==> config.mk <==
export PLATFORM = sky130hd
export DESIGN_NAME = alu_bist_sequencer
export DESIGN_NICKNAME = d
export VERILOG_FILES = /design/src/rtl/alu_bist_sequencer.sv
export SDC_FILE = /design/constraint.sdc
export NUM_CORES = 1
export LEC_CHECK = 0
export ABC_CLOCK_PERIOD_IN_PS = 2750
export CAP_MARGIN = 40
export CORE_UTILIZATION = 40
export CTS_CLUSTER_DIAMETER = 150
export DETAILED_ROUTE_END_ITERATION = 6
export HOLD_SLACK_MARGIN = 0.15
export PLACE_DENSITY = 0.71
export SLEW_MARGIN = 15
export SYNTH_ARGS = -nofsm -noshare
export SYNTH_HDL_FRONTEND = slang
export SYNTH_SLANG_ARGS = --single-unit
==> constraint.sdc <==
create_clock -name clk -period 2.75 [get_ports clk]
set_input_delay 0.6875 -clock clk [delete_from_list [all_inputs] [get_ports clk]]
set_output_delay 0.6875 -clock clk [all_outputs]
set_load 0.1 [all_outputs]
==> src/rtl/alu_bist_sequencer.sv <==
// Built-in self-test sequencer for a 32-bit ALU: drives LFSR operand pairs through
// all ten opcodes and folds every result into a MISR signature checked against GOLDEN_SIG.
module alu_bist_sequencer #(
    parameter int unsigned NUM_VECTORS = 64,
    parameter logic [31:0] SEED_A      = 32'h0000_0001,
    parameter logic [31:0] SEED_B      = 32'hDEAD_BEEF,
    parameter logic [31:0] GOLDEN_SIG  = 32'h0000_0000
) (
    input  logic        clk,
    input  logic        rst,
    input  logic        start,
    output logic        busy,
    output logic        done,
    output logic        pass,
    output logic [31:0] alu_data_1,
    output logic [31:0] alu_data_2,
    output logic [3:0]  alu_op,
    input  logic [31:0] alu_result,
    output logic [31:0] signature
);

    typedef enum logic [1:0] {
        IDLE = 2'd0,
        RUN  = 2'd1,
        DONE = 2'd2
    } state_t;

    localparam logic [3:0]  OP_ADD    = 4'b0001;
    localparam logic [3:0]  OP_NOP    = 4'b1111;
    localparam logic [31:0] LFSR_TAPS = 32'h8020_0003;
    localparam logic [31:0] MISR_POLY = 32'h04C1_1DB7;
    localparam logic [15:0] LAST_VEC  = 16'(NUM_VECTORS - 1);
    // An all-zero LFSR would lock up, so a zero seed is replaced with 1.
    localparam logic [31:0] SEED_A_EFF = (SEED_A == 32'h0) ? 32'h1 : SEED_A;
    localparam logic [31:0] SEED_B_EFF = (SEED_B == 32'h0) ? 32'h1 : SEED_B;

    state_t      state_q;
    logic [15:0] vecCnt_q;
    logic [3:0]  opIdx_q;
    logic [31:0] sig_q;
    logic [31:0] aluA_q;
    logic [31:0] aluB_q;
    logic [3:0]  aluOp_q;
    logic        busy_q;
    logic        done_q;
    logic        pass_q;

    logic [31:0] sig_d;
    logic [31:0] lfsrA_d;
    logic [31:0] lfsrB_d;

    function automatic logic [3:0] opcodeFor(input logic [3:0] idx);
        case (idx)
            4'd0:    return 4'b0001;
            4'd1:    return 4'b0010;
            4'd2:    return 4'b0100;
            4'd3:    return 4'b0101;
            4'd4:    return 4'b0110;
            4'd5:    return 4'b1000;
            4'd6:    return 4'b1001;
            4'd7:    return 4'b1010;
            4'd8:    return 4'b1100;
            4'd9:    return 4'b1101;
            default: return OP_NOP;
        endcase
    endfunction

    // The operand outputs double as the LFSR state while running.
    always_comb begin
        sig_d   = {sig_q[30:0], 1'b0} ^ (sig_q[31] ? MISR_POLY : 32'h0) ^ alu_result;
        lfsrA_d = {1'b0, aluA_q[31:1]} ^ (aluA_q[0] ? LFSR_TAPS : 32'h0);
        lfsrB_d = {1'b0, aluB_q[31:1]} ^ (aluB_q[0] ? LFSR_TAPS : 32'h0);
    end

    always_ff @(posedge clk) begin
        if (rst) begin
            state_q  <= IDLE;
            vecCnt_q <= 16'h0;
            opIdx_q  <= 4'h0;
            sig_q    <= 32'h0;
            aluA_q   <= 32'h0;
            aluB_q   <= 32'h0;
            aluOp_q  <= OP_NOP;
            busy_q   <= 1'b0;
            done_q   <= 1'b0;
            pass_q   <= 1'b0;
        end else begin
            case (state_q)
                IDLE, DONE: begin
                    if (start) begin
                        state_q  <= RUN;
                        vecCnt_q <= 16'h0;
                        opIdx_q  <= 4'h0;
                        sig_q    <= 32'h0;
                        aluA_q   <= SEED_A_EFF;
                        aluB_q   <= SEED_B_EFF;
                        aluOp_q  <= OP_ADD;
                        busy_q   <= 1'b1;
                        done_q   <= 1'b0;
                        pass_q   <= 1'b0;
                    end
                end
                RUN: begin
                    // Each edge in RUN captures the result of the triple presented last cycle.
                    sig_q <= sig_d;
                    if (opIdx_q == 4'd9) begin
                        opIdx_q <= 4'h0;
                        if (vecCnt_q == LAST_VEC) begin
                            state_q  <= DONE;
                            vecCnt_q <= 16'h0;
                            aluA_q   <= 32'h0;
                            aluB_q   <= 32'h0;
                            aluOp_q  <= OP_NOP;
                            busy_q   <= 1'b0;
                            done_q   <= 1'b1;
                            pass_q   <= (sig_d == GOLDEN_SIG);
                        end else begin
                            vecCnt_q <= vecCnt_q + 16'd1;
                            aluA_q   <= lfsrA_d;
                            aluB_q   <= lfsrB_d;
                            aluOp_q  <= OP_ADD;
                        end
                    end else begin
                        opIdx_q <= opIdx_q + 4'd1;
                        aluOp_q <= opcodeFor(opIdx_q + 4'd1);
                    end
                end
                default: begin
                    state_q <= IDLE;
                end
            endcase
        end
    end

    assign busy       = busy_q;
    assign done       = done_q;
    assign pass       = pass_q;
    assign alu_data_1 = aluA_q;
    assign alu_data_2 = aluB_q;
    assign alu_op     = aluOp_q;
    assign signature  = sig_q;

endmodule

# --- Word level (Yosys, flattened, before mapping) ---
# Memory sizes are Yosys's and may differ from the RTL's.
# Index checks and enable logic that the tools add are counted.
word_totals:
  reg_bits: 125
  rom_bits: 64
  out_inout_bits: 103
  word_cells: 71
  n_memories: 1
mem_list:
  columns: ["memory", "words", "word_bits", "read_ports", "rd_clocked_by_memory_dff", "wr", "line", "rtl"]
  rows:
  - ["(name not given)", 16, 4, 1, 0, 0, "53", "case (idx)"]
op_classes:
  add_sub_neg: 2
  n_eq_ne: 7
  mux: 39
  bitwise: 4
  n_reduce_logical: 8
ops:
  columns: ["op", "count"]
  rows:
  - ["$mux 32", 9]
  - ["$pmux 32 s2", 3]
  - ["$xor 31x32->32", 2]
  - ["$mux 16", 3]
  - ["$logic_not 32->1", 1]
  - ["$pmux 16 s2", 1]
  - ["$xor 32x27->32", 1]
  - ["$xor 32x32->32", 1]
  - ["$mux 27", 1]
  - ["$mux 4", 5]
  - ["$add 16x1->16 const B", 1]
  - ["$eq 16x6->1 const B", 1]
  - ["$pmux 4 s2", 2]
  - ["$mux 1", 8]
  - ["$mux 2", 3]
  - ["$ne 2x2->1 const B", 3]
  - ["$pmux 1 s2", 3]
  - ["$reduce_and 3->1", 2]
  - ["$add 4x1->4 const B", 1]
  - ["$eq 4x4->1 const B", 1]
  - ["$pmux 2 s2", 1]
  - ["$reduce_and 4->1", 1]
  - ["$eq 2x1->1 const B", 1]
  - ["$eq 2x2->1 const B", 1]
  - ["4 further kinds", 4]

# --- Logic depth before layout (Yosys ltp) ---
# Gate-level depths: netlist of run 1.
depth:
  word_depth: 7
  depth_mapped: 9
  mapped_depth_nobuf: 7

# --- Worst setup path before layout of run 1 ---
# OpenSTA, ideal clock, no wires.
synth_timing:
  path_type: "register -> register"
  from: "register sig_q[31], in the netlist signature[31]"
  to: "register pass_q, in the netlist pass"
  arrival_time_ps: 2278
  required_ps: 2675
  slack_ps: 397
  stages_incl_launch_ff: 6
  path_buffers: 1
  synth_period_minus_slack_ps: 2353
  cell_sequence: "dfxtp_1 -> clkbuf_1 -> or4b_2 -> o22ai_1 -> nand4_1 -> o22ai_1"
synth_between:
  elab_chain_cells: 7
synth_rtl:
  columns: ["item", "line", "rtl"]
  rows:
  - ["start: declaration", "40", "logic [31:0] sig_q;"]
  - ["start signal: assignment", "105", "sig_q <= sig_d;"]
  - ["$mux 27", "70", "sig_d = {sig_q[30:0], 1'b0} ^ (sig_q[31] ? MISR_POLY : 32'h0) ^ alu_result;"]
  - ["$xor 32x27->32", "70", null]
  - ["$xor 32x32->32", "70", null]
  - ["$logic_not 32->1", "116", "pass_q <= (sig_d == GOLDEN_SIG);"]
  - ["$mux 1", "108", "if (vecCnt_q == LAST_VEC) begin"]
  - ["$mux 1", "106", "if (opIdx_q == 4'd9) begin"]
  - ["$pmux 1 s2", "88", "case (state_q)"]
  - ["end signal: assignment", "116", null]
  - ["end: declaration", "46", "logic pass_q;"]
# No other way between the ends. The select of a mux whose other input is x is not followed.
# A chain may end at the register's enable or synchronous reset.

# --- Worst setup path after layout of run 1 ---
layout_timing:
  from: "input start"
  to: "register vecCnt_q[13]"
layout_between:
  elab_chain_cells: 2
layout_rtl:
  columns: ["item", "line", "rtl"]
  rows:
  - ["start: declaration", "11", "input logic start,"]
  - ["$ne 2x2->1 (no source line)", null, null]
  - ["$reduce_and 3->1 (no source line)", null, null]
  - ["end signal: assignment", "118", "vecCnt_q <= vecCnt_q + 16'd1;"]
  - ["end: declaration", "38", "logic [15:0] vecCnt_q;"]
# No other way between the ends.

==> summary.md, run 1 <==
| Metric | Value |
|---|---|
| Status | completed |
| Yosys top cell area share | 0.460 |
| WP data arrival | 2.62 ns |
| Mapped Area | 5440 sq um |
| Initial drt markers | 511 |
| Worst path max stage delay | 0.53 ns |
| Final Max Slew Viols | 0 |
| Worst Skew | 0.00660 ns |
| Global-route wire length before repair | 23500 um |
| Max Cap Viol | 0 |
| Num CTS Buffers | 17 |
| CTS root buf | clkbuf_16 |
| DRC violation count after routing | 0 |
| Period utilization | 0.829 |
| H-tree Lvls | 4 |
| Leading area contributor after synthesis | dfxtp_1 |
| Maximum clock rate | 439 MHz |
| Post-synthesis sequential area ratio | 0.460 |
| Final core utilization | 0.555 |
| Initial antenna violation count | 0 |
| Layout Cells excl Fill | 957 |
| Buf+Inv Stages, Crit Path | 1 |
| Synth area leaders | dfxtp_1, a21oi_1, xor2_1, nand2_1, nand3_1 |
| CTS Sinks | 125 |
| Switch Pwr | 1.72 mW |
| Tmin final | 2.28 ns |
| Synth Area per Inst | 8.38 sq um |
| Clock-pin slew on the worst setup and hold paths | 0.05 ns |
| Async set-or-reset flop fraction in the synthesized netlist | 0 |
| Synth Register Bits | 125 |
| M3 GR Usage | 0.0473 |
| Layout Nets | 810 |
| Final Setup Violations | 0 |
| Combinational group share of total power | 0.223 |
| Vias | 5085 |
| Gpl congestion | 0.843 |
| Synth-to-Final Area Change | 35.3% |
| Power per cell area | 733 nW/um^2 |
| Cell-internal power | 3.67 mW |
| Worst R2R Setup Slack | 0.47 ns |
| TNS Setup | 0 ns |
| Design Area, Final | 7350 sq um |
| Max FO, Critical Path | 3 |
| Required @ worst endpoint | 3.09 ns |
| Yosys cell types | 41 |
| # fillers | 1235 |
| CTS tree | done |
| Grt total ovfl | 0 |
| Post-CTS Setup Inserts | 0 |
| Vias in the first global route | 4744 |
| Pin count of the biggest net entering global routing | 108 |
| Placed cells | 926 |
| Most Crowded Layer GR | met2 |
| Worst-Margin Slew | 0.731 ns |
| Commonest non-fill, non-tap cell in the layout | dfxtp_1 |
| Hpwl dp | 9840 um |
| Die W | 119 um |
| Cells after synthesis | 649 |
| Setup CP Type | input port to register |
| Leakage power | 2.88 nW |
| Die area | 14100 sq um |
| Number of diodes | 0 |
| Clock buffer depth | 2 |
| Slew headroom | 0.511 |
| Global Route Usage Sum | 0.209 |
| Share of layout cells above drive strength 1 | 0.198 |
| Peak supply drop | 0.483 mV |
| Met1 Use GR | 0.260 |
| Clock Latency Late Sink | 0.41 ns |
| Port buffer count | 137 |
| Hold Buf Count CTS | 0 |
| Initial DRT Pass Iterations | 5 |
| CP max stage cell | nor4b_1 |
| Leading cell types in the layout, fill and taps excluded | dfxtp_1, buf_4, a21oi_1, nand2_1, nor2_1 |
| Top FF cell, synth | dfxtp_1 |
| Net Count, Synth | 690 |
| Clk network pwr share | 0.410 |
| Core Rows | 42 |
| Core area | 13200 sq um |
| Via density | 5.31 |
| DRT Wirelength | 14600 um |
| EDFF count, synth | 0 |
| Net Sw Frac | 0.320 |
| Starting density of the core | 0.411 |
| WL/cell | 15.3 um |
| Ports | 138 |
| Placed instance area | 6770 sq um |
| Hold Worst Slack | 0.467 ns |
| CTS resizes | 0 |
| Critical-path cell list | clkdlybuf4s50_1 -> and2b_1 -> a21oi_4 -> nor4b_1 -> or3b_2 -> a21oi_1 |
| CP Capture Type | register |
| Chip Height | 119 um |
| Startpoint Class | input port |
| Met2 usage | 0.339 |
| RSZ-0062 raised after global routing | false |
| Seq pwr share | 0.367 |
| YS warnings | 0 |
| ANT nets after route | 0 |
| Final Hold Fails | 0 |
| Crit-path leading delay family | simple AND/OR/NAND/NOR gates |
| Hold Path Class | register to register |
## power groups by stage
| stage | sequential [mW] | combinational, mW | clock [mW] |
|---|---|---|---|
| 3_3_place_gp | 2.01 | 1.19 | 0 |
| 6_report | 1.98 | 1.20 | 2.21 |
| 4_1_cts | 1.98 | 1.20 | 2.24 |
| 5_1_grt | 1.99 | 1.26 | 2.34 |
| 3_5_place_dp | 2.01 | 1.20 | 0 |
| 2_1_floorplan | 2.54 | 0.360 | 0 |
## path summary, 6_finish.rpt
kind                   from              to  cells after the start
max                   start    vecCnt_q[13]                      6
min          alu_data_1[31]  alu_data_1[31]                      2
max reg2reg      opIdx_q[0]    vecCnt_q[13]                      6
min reg2reg  alu_data_1[31]  alu_data_1[31]                      2
## cell type report
| class | count | area [sq um] | area share |
|---|---|---|---|
| clock inverters | 8 | 115 | 0.0157 |
| well taps | 176 | 220 | 0.0299 |
| inverters | 5 | 18.8 | 0.00255 |
| flip-flops and latches | 125 | 2500 | 0.340 |
| multi-input cells | 468 | 2740 | 0.373 |
| clock buffers | 23 | 468 | 0.0636 |
| repair buffers | 152 | 1290 | 0.175 |
## state kept, by name, indices dropped and copies added (netlist names)
register and count:
busy 1, pass 1, vecCnt_q 16, state_q 2, alu_data_1 32, opIdx_q 4, signature 32, alu_op 4
alu_data_2 32, done 1
## per-stage QoR
| stage | setup WS, ns | power [mW] |
|---|---|---|
| CTS | 0.490 | 5.42 |
| detailed placement | 0.0678 | 3.22 |
| global route | 0.347 | 5.59 |
| finish | 0.470 | 5.39 |
| floorplan | 0.397 | 2.90 |
| global placement | 0.116 | 3.20 |
## synthesized netlist by cell type (3+ instances only)
cell	number
o21ai_0	10
mux2i_1	4
nand4_1	6
xor2_1	38
inv_1	5
buf_2	8
o211ai_1	24
nand2_1	79
a221o_1	3
o22ai_1	3
a32oi_1	3
ha_1	6
buf_1	5
dfxtp_1	125
xnor2_1	20
and3_1	3
nand2b_1	5
a22oi_1	26
nor2_1	61
clkbuf_1	38
nand3_1	52
nor4_1	7
or4_1	5
nor3_1	7
a21oi_1	84
## logic make-up (layout without fill, tap and decap cells)
family / count (synthesis) / after routing / share of synthesized area
muxes: 4 / 4 / 0.00737
and+or+nand+nor: 243 / 243 / 0.210
AOI/OAI and AO/OA: 157 / 157 / 0.175
xor gates and xnor gates: 58 / 58 / 0.0934
buffers and inverters: 56 / 188 / 0.0405
adders and majority gates: 6 / 6 / 0.0138
DFF: 125 / 125 / 0.460
## worst min-delay path, delay by kind of cell (launching register included)
kind	cells	cell delay, ns
and+or+nand+nor	1	0.05
DFF	1	0.32
AOI/OAI and AO/OA	1	0.05
## per-layer routing
layer	wire, um	up-vias	share of wire
li1	-	2518	-
met4	354	0	0.024
met5	0	-	0
met3	494	25	0.034
met2	7300	117	0.50
met1	6480	2425	0.44
Note: power is estimated with default switching activity, not from simulation.
==> run 2, diff against run 1 <==
--- a/config.mk
+++ b/config.mk
@@ -5,7 +5,7 @@
 export SDC_FILE = /design/constraint.sdc
 export NUM_CORES = 1
 export LEC_CHECK = 0
-export ABC_CLOCK_PERIOD_IN_PS = 2750
+export ABC_CLOCK_PERIOD_IN_PS = 2100
 export CAP_MARGIN = 40
 export CORE_UTILIZATION = 40
 export CTS_CLUSTER_DIAMETER = 150
==> constraint.sdc (replaced) <==
create_clock -name clk -period 2.1 [get_ports clk]
set_input_delay 0.525 -clock clk [delete_from_list [all_inputs] [get_ports clk]]
set_output_delay 0.525 -clock clk [all_outputs]
set_load 0.1 [all_outputs]
==> summary.md, run 2 (synthesis results as in run 1) <==
| Metric | Value |
|---|---|
| Slew headroom | 0.665 (+0.154) |
| Final Max Slew Viols | 0 (unchanged) |
| WL/cell | 15.1 um (-1.4%) |
| Hold depth | 2 (unchanged) |
| Core area | 13200 sq um (unchanged) |
| Clock buffer depth | 2 (unchanged) |
| # fillers | 1199 (-2.9%) |
| Top sig layer | met4 |
| Peak supply drop | 0.577 mV (+19%) |
| WL met2 | 7430 um (+1.7%) |
| Setup CP Type | register to register |
| Met3 Routed Length | 565 um (+14%) |
| Hold Buf Count CTS | 0 (unchanged) |
| Power per cell area | 927 nW/um^2 (+27%) |
| Via density | 5.31 (about the same) |
| Core Rows | 42 (unchanged) |
| Worst Skew | 0.00786 ns (+0.00126 ns) |
| Vias in the first global route | 4810 (+1.4%) |
| Global-route wire length before repair | 23800 um (+1.3%) |
| RSZ-0062 raised after global routing | false |
| CP max stage cell | or4_4 |
| Status | completed |
| Final core utilization | 0.579 (+0.0232) |
| Max Cap Viol | 0 (unchanged) |
| Period utilization | 0.951 |
| Met1 WL | 6550 um (+1.0%) |
| Initial antenna violation count | 0 (unchanged) |
| Worst-Margin Slew | 0.503 ns (-0.228 ns) |
| Chip Height | 119 um (unchanged) |
| Commonest non-fill, non-tap cell in the layout | buf_4 |
| Clock-pin slew on the worst setup and hold paths | 0.05 ns (about the same) |
| DRT Wirelength | 14800 um (+1.2%) |
| CP most frequent cell | or4_4 |
| CTS tree | done |
| Ports | 138 (unchanged) |
| TNS Setup | 0 ns (unchanged) |
| Worst path max stage delay | 0.46 ns (-0.07 ns) |
| Register area | 2520 sq um (+0.60%) |
| Global Route Usage Sum | 0.210 (+0.00106) |
| WP data arrival | 2.33 ns (-0.29 ns) |
| ANT nets after route | 0 (unchanged) |
| CTS root buf | clkbuf_16 |
| Max FO, Critical Path | 6 (+3) |
| Layout Nets | 834 (+3.0%) |
| Grt total ovfl | 0 (unchanged) |
| Tmin final | 2.00 ns |
| Maximum clock rate | 501 MHz |
| Final Hold Fails | 0 (unchanged) |
| Die area | 14100 sq um (unchanged) |
| Initial DRT Pass Iterations | 5 (unchanged) |
| Final Setup Violations | 0 (unchanged) |
| Buf+Inv Stages, Crit Path | 1 (unchanged) |
| Placed cells | 947 (+2.3%) |
| Leading cell types in the layout, fill and taps excluded | buf_4, dfxtp_1, a21oi_1, nand2_1, nor2_1 |
| Worst path depth | 7 (+1) |
| Critical-path cell list | inv_1 -> ha_1 -> and3b_2 -> a21oi_4 -> or4_4 -> or4_4 -> a21oi_2 |
| CTS Sinks | 125 (unchanged) |
| Synth-to-Final Area Change | 40.9% |
| Setup WS post-layout | 0.104 ns (-0.367 ns) |
| Number of diodes | 0 (unchanged) |
| Worst R2R Path Depth | 7 (+1) |
| Gpl congestion | 0.880 (+4.4%) |
| Vias | 5217 (+2.6%) |
| Crit-path leading delay family | simple AND/OR/NAND/NOR gates |
| Share of layout cells above drive strength 1 | 0.243 (+0.0447) |
| Die W | 119 um (unchanged) |
| Required @ worst endpoint | 2.43 ns (-0.66 ns) |
| Hpwl dp | 10100 um (+2.8%) |
| Pin count of the biggest net entering global routing | 108 (unchanged) |
| Multi-input logic area | 2770 sq um (+0.87%) |
| Startpoint Class | register |
| DRC violation count after routing | 0 (unchanged) |
| Num CTS Buffers | 17 (unchanged) |
| Leakage power | 3.05 nW (+5.8%) |
| CP Capture Type | register |
| Initial drt markers | 393 (-23%) |
| Layout Cells excl Fill | 982 (+2.6%) |
| Port buffer count | 137 (unchanged) |
| Starting density of the core | 0.411 (unchanged) |
| Dpl ws | -0.433 ns (-0.501 ns) |
| Clock Latency Late Sink | 0.41 ns (about the same) |
| H-tree Lvls | 4 (unchanged) |
| Hold Path Class | register to register |
run 2: worst reg2reg max path, stage by stage (launching register included):
cell and delay (ns):
dfxtp_1 0.31, inv_1 0.08, ha_1 0.16, and3b_2 0.24, a21oi_4 0.08, or4_4 0.46, or4_4 0.44, a21oi_2 0.16
run 2: report_power, final:
group / internal [mW] / switching, mW / leakage (nW)
Combinational: 0.477 / 1.19 / 1.74
Sequential: 2.49 / 0.106 / 1.02
Clock: 1.86 / 0.983 / 0.291
run 2: per-stage QoR:
step           hold WS, ns  total power, mW  instance area (sq um)
2_1_floorplan        0.458             3.80                   5450
3_3_place_gp         0.455             4.27                   7020
3_5_place_dp         0.461             4.29                   7020
4_1_cts              0.470             7.13                   7610
5_1_grt              0.489             7.35                   7660
6_report             0.468             7.10                   7660
run 2: area by class of cell:
cell class / instances / area share
Clock inverter: 7 / 0.0111
Sequential cell: 125 / 0.329
Multi-Input combinational cell: 468 / 0.361
Tap cell: 176 / 0.0287
Timing Repair Buffer: 176 / 0.203
Inverter: 5 / 0.00245
Clock buffer: 25 / 0.0647
run 2: timing repair:
action,4_1_cts,5_1_grt
endpoints found under the setup margin,2,17
pin swaps,1,1
gates resized for setup,4,2
setup buffers,0,3
endpoints found under the hold margin,0,0
run 2: path summary, 6_finish.rpt:
check,from,to,slack (ns)
max reg2reg,opIdx_q[1],vecCnt_q[11],0.10
max,opIdx_q[1],vecCnt_q[11],0.10
min reg2reg,alu_data_2[13],alu_data_2[13],0.47
min,alu_data_2[13],alu_data_2[13],0.47
run 2: per-layer routing:
metal | vias up | global-route usage
li1 | 2566 | -
met1 | 2492 | 0.268
met2 | 134 | 0.349
met3 | 25 | 0.0372
met4 | 0 | 0.0815
met5 | - | 0
==> run 3, diff against run 2 <==
==> constraint.sdc (replaced) <==
create_clock -name clk -period 2.1 [get_ports clk]
set_input_delay 0.315 -clock clk [delete_from_list [all_inputs] [get_ports clk]]
set_output_delay 0.315 -clock clk [all_outputs]
set_load 0.1 [all_outputs]
==> summary.md, run 3 (synthesis results as in run 1) <==
| Metric | Value |
|---|---|
| Setup CP Type | register to register |
| Via density | 5.34 (+0.57%) |
| Hpwl dp | 9900 um (-2.2%) |
| Grt total ovfl | 0 (unchanged) |
| Core Rows | 42 (unchanged) |
| M3 GR Usage | 0.0444 (+0.00724) |
| Initial antenna violation count | 0 (unchanged) |
| Worst R2R Path Depth | 8 (+1) |
| Worst setup path startpoint | opIdx_q[1] |
| Tot Pwr | 7.42 mW (+4.4%) |
| ANT nets after route | 0 (unchanged) |
| DRC violation count after routing | 0 (unchanged) |
| WHS Endpoint | alu_op[0] |
| Met1 Use GR | 0.254 (-0.0141) |
| Required @ worst endpoint | 2.44 ns (about the same) |
| RSZ-0062 raised after global routing | false |
| Die W | 119 um (unchanged) |
| Starting density of the core | 0.411 (unchanged) |
| Leakage power | 3.01 nW (-1.4%) |
| Post-CTS Setup Inserts | 0 (unchanged) |
| Max FO, Critical Path | 42 (+36) |
| Status | completed |
| Clock buffer depth | 2 (unchanged) |
| DRT Wirelength | 14600 um (-1.5%) |
| Final Setup Violations | 0 (unchanged) |
| Layout Nets | 829 (-0.60%) |
| Peak supply drop | 0.615 mV (+6.5%) |
| Ports | 138 (unchanged) |
| Synth-to-Final Area Change | 39.8% |
| RR Endpoint | alu_data_1[2] |
| Vias | 5220 (+0.058%) |
| WP data arrival | 2.29 ns (-0.04 ns) |
| Hold Worst Slack | 0.296 ns (-0.172 ns) |
| Slew headroom | 0.684 (+0.0197) |
| Number of diodes | 0 (unchanged) |
| Clock-pin slew on the worst setup and hold paths | 0.05 ns (about the same) |
| Die area | 14100 sq um (unchanged) |
| WL/cell | 14.9 um (-0.98%) |
| Min-delay src | rst |
| Initial DRT Pass Iterations | 4 (-1) |
| Gpl congestion | 0.898 (+2.1%) |
| Hold Path Class | input port to register |
| Core area | 13200 sq um (unchanged) |
| Maximum clock rate | 515 MHz (+2.8%) |
| Share of layout cells above drive strength 1 | 0.241 (-0.00223) |
| CTS root buf | clkbuf_16 |
| Worst-Margin Slew | 0.474 ns (-0.0296 ns) |
| Max Cap Viol | 0 (unchanged) |
| Most Crowded Layer GR | met2 |
| CP Capture Type | register |
| Tmin final | 1.94 ns (-0.0548 ns) |
| Final Hold Fails | 0 (unchanged) |
| Clock Latency Late Sink | 0.42 ns (about the same) |
| Power per cell area | 976 nW/um^2 (+5.3%) |
| Commonest non-fill, non-tap cell in the layout | buf_4 |
| Leading cell types in the layout, fill and taps excluded | buf_4, dfxtp_1, a21oi_1, nand2_1, nor2_1 |
| Chip Height | 119 um (unchanged) |
| R2R Path Start | opIdx_q[1] |
| Global Route Usage Sum | 0.207 (-0.00301) |
| CTS tree | done |
| Period utilization | 0.924 (-0.0261) |
| Vias in the first global route | 4669 (-2.9%) |
| Met2 usage | 0.343 (-0.00658) |
| H-tree Lvls | 4 (unchanged) |
| Final Max Slew Viols | 0 (unchanged) |
| Num CTS Buffers | 17 (unchanged) |
| Port buffer count | 137 (unchanged) |
| Initial drt markers | 415 (+5.6%) |
| CTS Sinks | 125 (unchanged) |
| Global-route wire length before repair | 23200 um (-2.5%) |
| Pin count of the biggest net entering global routing | 108 (unchanged) |
| Hold depth | 3 (+1) |
| Worst R2R Setup Slack | 0.16 ns (+0.05 ns) |
| Startpoint Class | register |
| Hold Buf Count CTS | 0 (unchanged) |
| Worst Skew | 0.0100 ns (+0.00214 ns) |
## run 3: cell types whose count changed in the layout (fill, tap and decap cells not counted), sizes merged
| cell | before | now |
|---|---|---|
| bufinv | 2 | 5 |
| clkinvlp | 0 | 2 |
| clkbuf | 25 | 21 |
| buf | 143 | 138 |
| clkinv | 5 | 4 |
## run 3: metal layers
metal / routed length, um / share of wire
met1: 6370 / 0.44
met2: 7350 / 0.50
met3: 604 / 0.041
met4: 260 / 0.018
met5: 0 / 0
## run 3: how the worst max path moves through the flow
| stage | to | slack (ns) | depth (start not counted) |
|---|---|---|---|
| final | alu_data_1[2] | 0.16 | 8 |
| after CTS | vecCnt_q[11] | 0.05 | 7 |
| after detailed placement | alu_data_1[11] | -0.16 | 7 |
| after global placement | vecCnt_q[11] | -0.14 | 6 |
| after floorplan | pass | 0.009 | 5 |
| after global routing | alu_data_1[0] | 0.02 | 8 |
## run 3: area by class of cell
class                           count  area [sq um]
Fill cell                        1170          5640
Timing Repair Buffer              171          1440
Clock inverter                     11           189
Inverter                            5          18.8
Sequential cell                   125          2520
Tap cell                          176           220
Multi-Input combinational cell    468          2760
Clock buffer                       21           460
## run 3: timing repair
action	4_1_cts	5_1_grt
gates resized for setup	1	5
pin swaps	0	2
setup endpoints to repair	2	32
## run 3: through the flow
stage                     TNS, ns  setup WS [ns]  cells  instance area (sq um)  utilization
after floorplan                 0        0.00890    649                   5450            -
final                           0          0.159    977                   7600        0.574
after CTS                       0         0.0461    977                   7580        0.572
after detailed placement    -4.65         -0.159    945                   6930        0.523
after global routing            0         0.0231    977                   7600        0.574
after global placement      -2.55         -0.141    945                   6930        0.523
## run 3: power by group
part,switching [mW],total (mW),leakage [nW],internal (mW)
combinational,1.18,1.62,1.67,0.438
sequential,0.101,2.59,1.02,2.49
clock,1.05,3.21,0.313,2.16
## run 3: critical path: stages (launching register included)
cell	delay [ns]
dfxtp_1	0.32
inv_1	0.06
ha_2	0.17
and3b_2	0.23
a21oi_4	0.22
buf_6	0.31
buf_6	0.29
nand2_1	0.10
a21oi_1	0.14
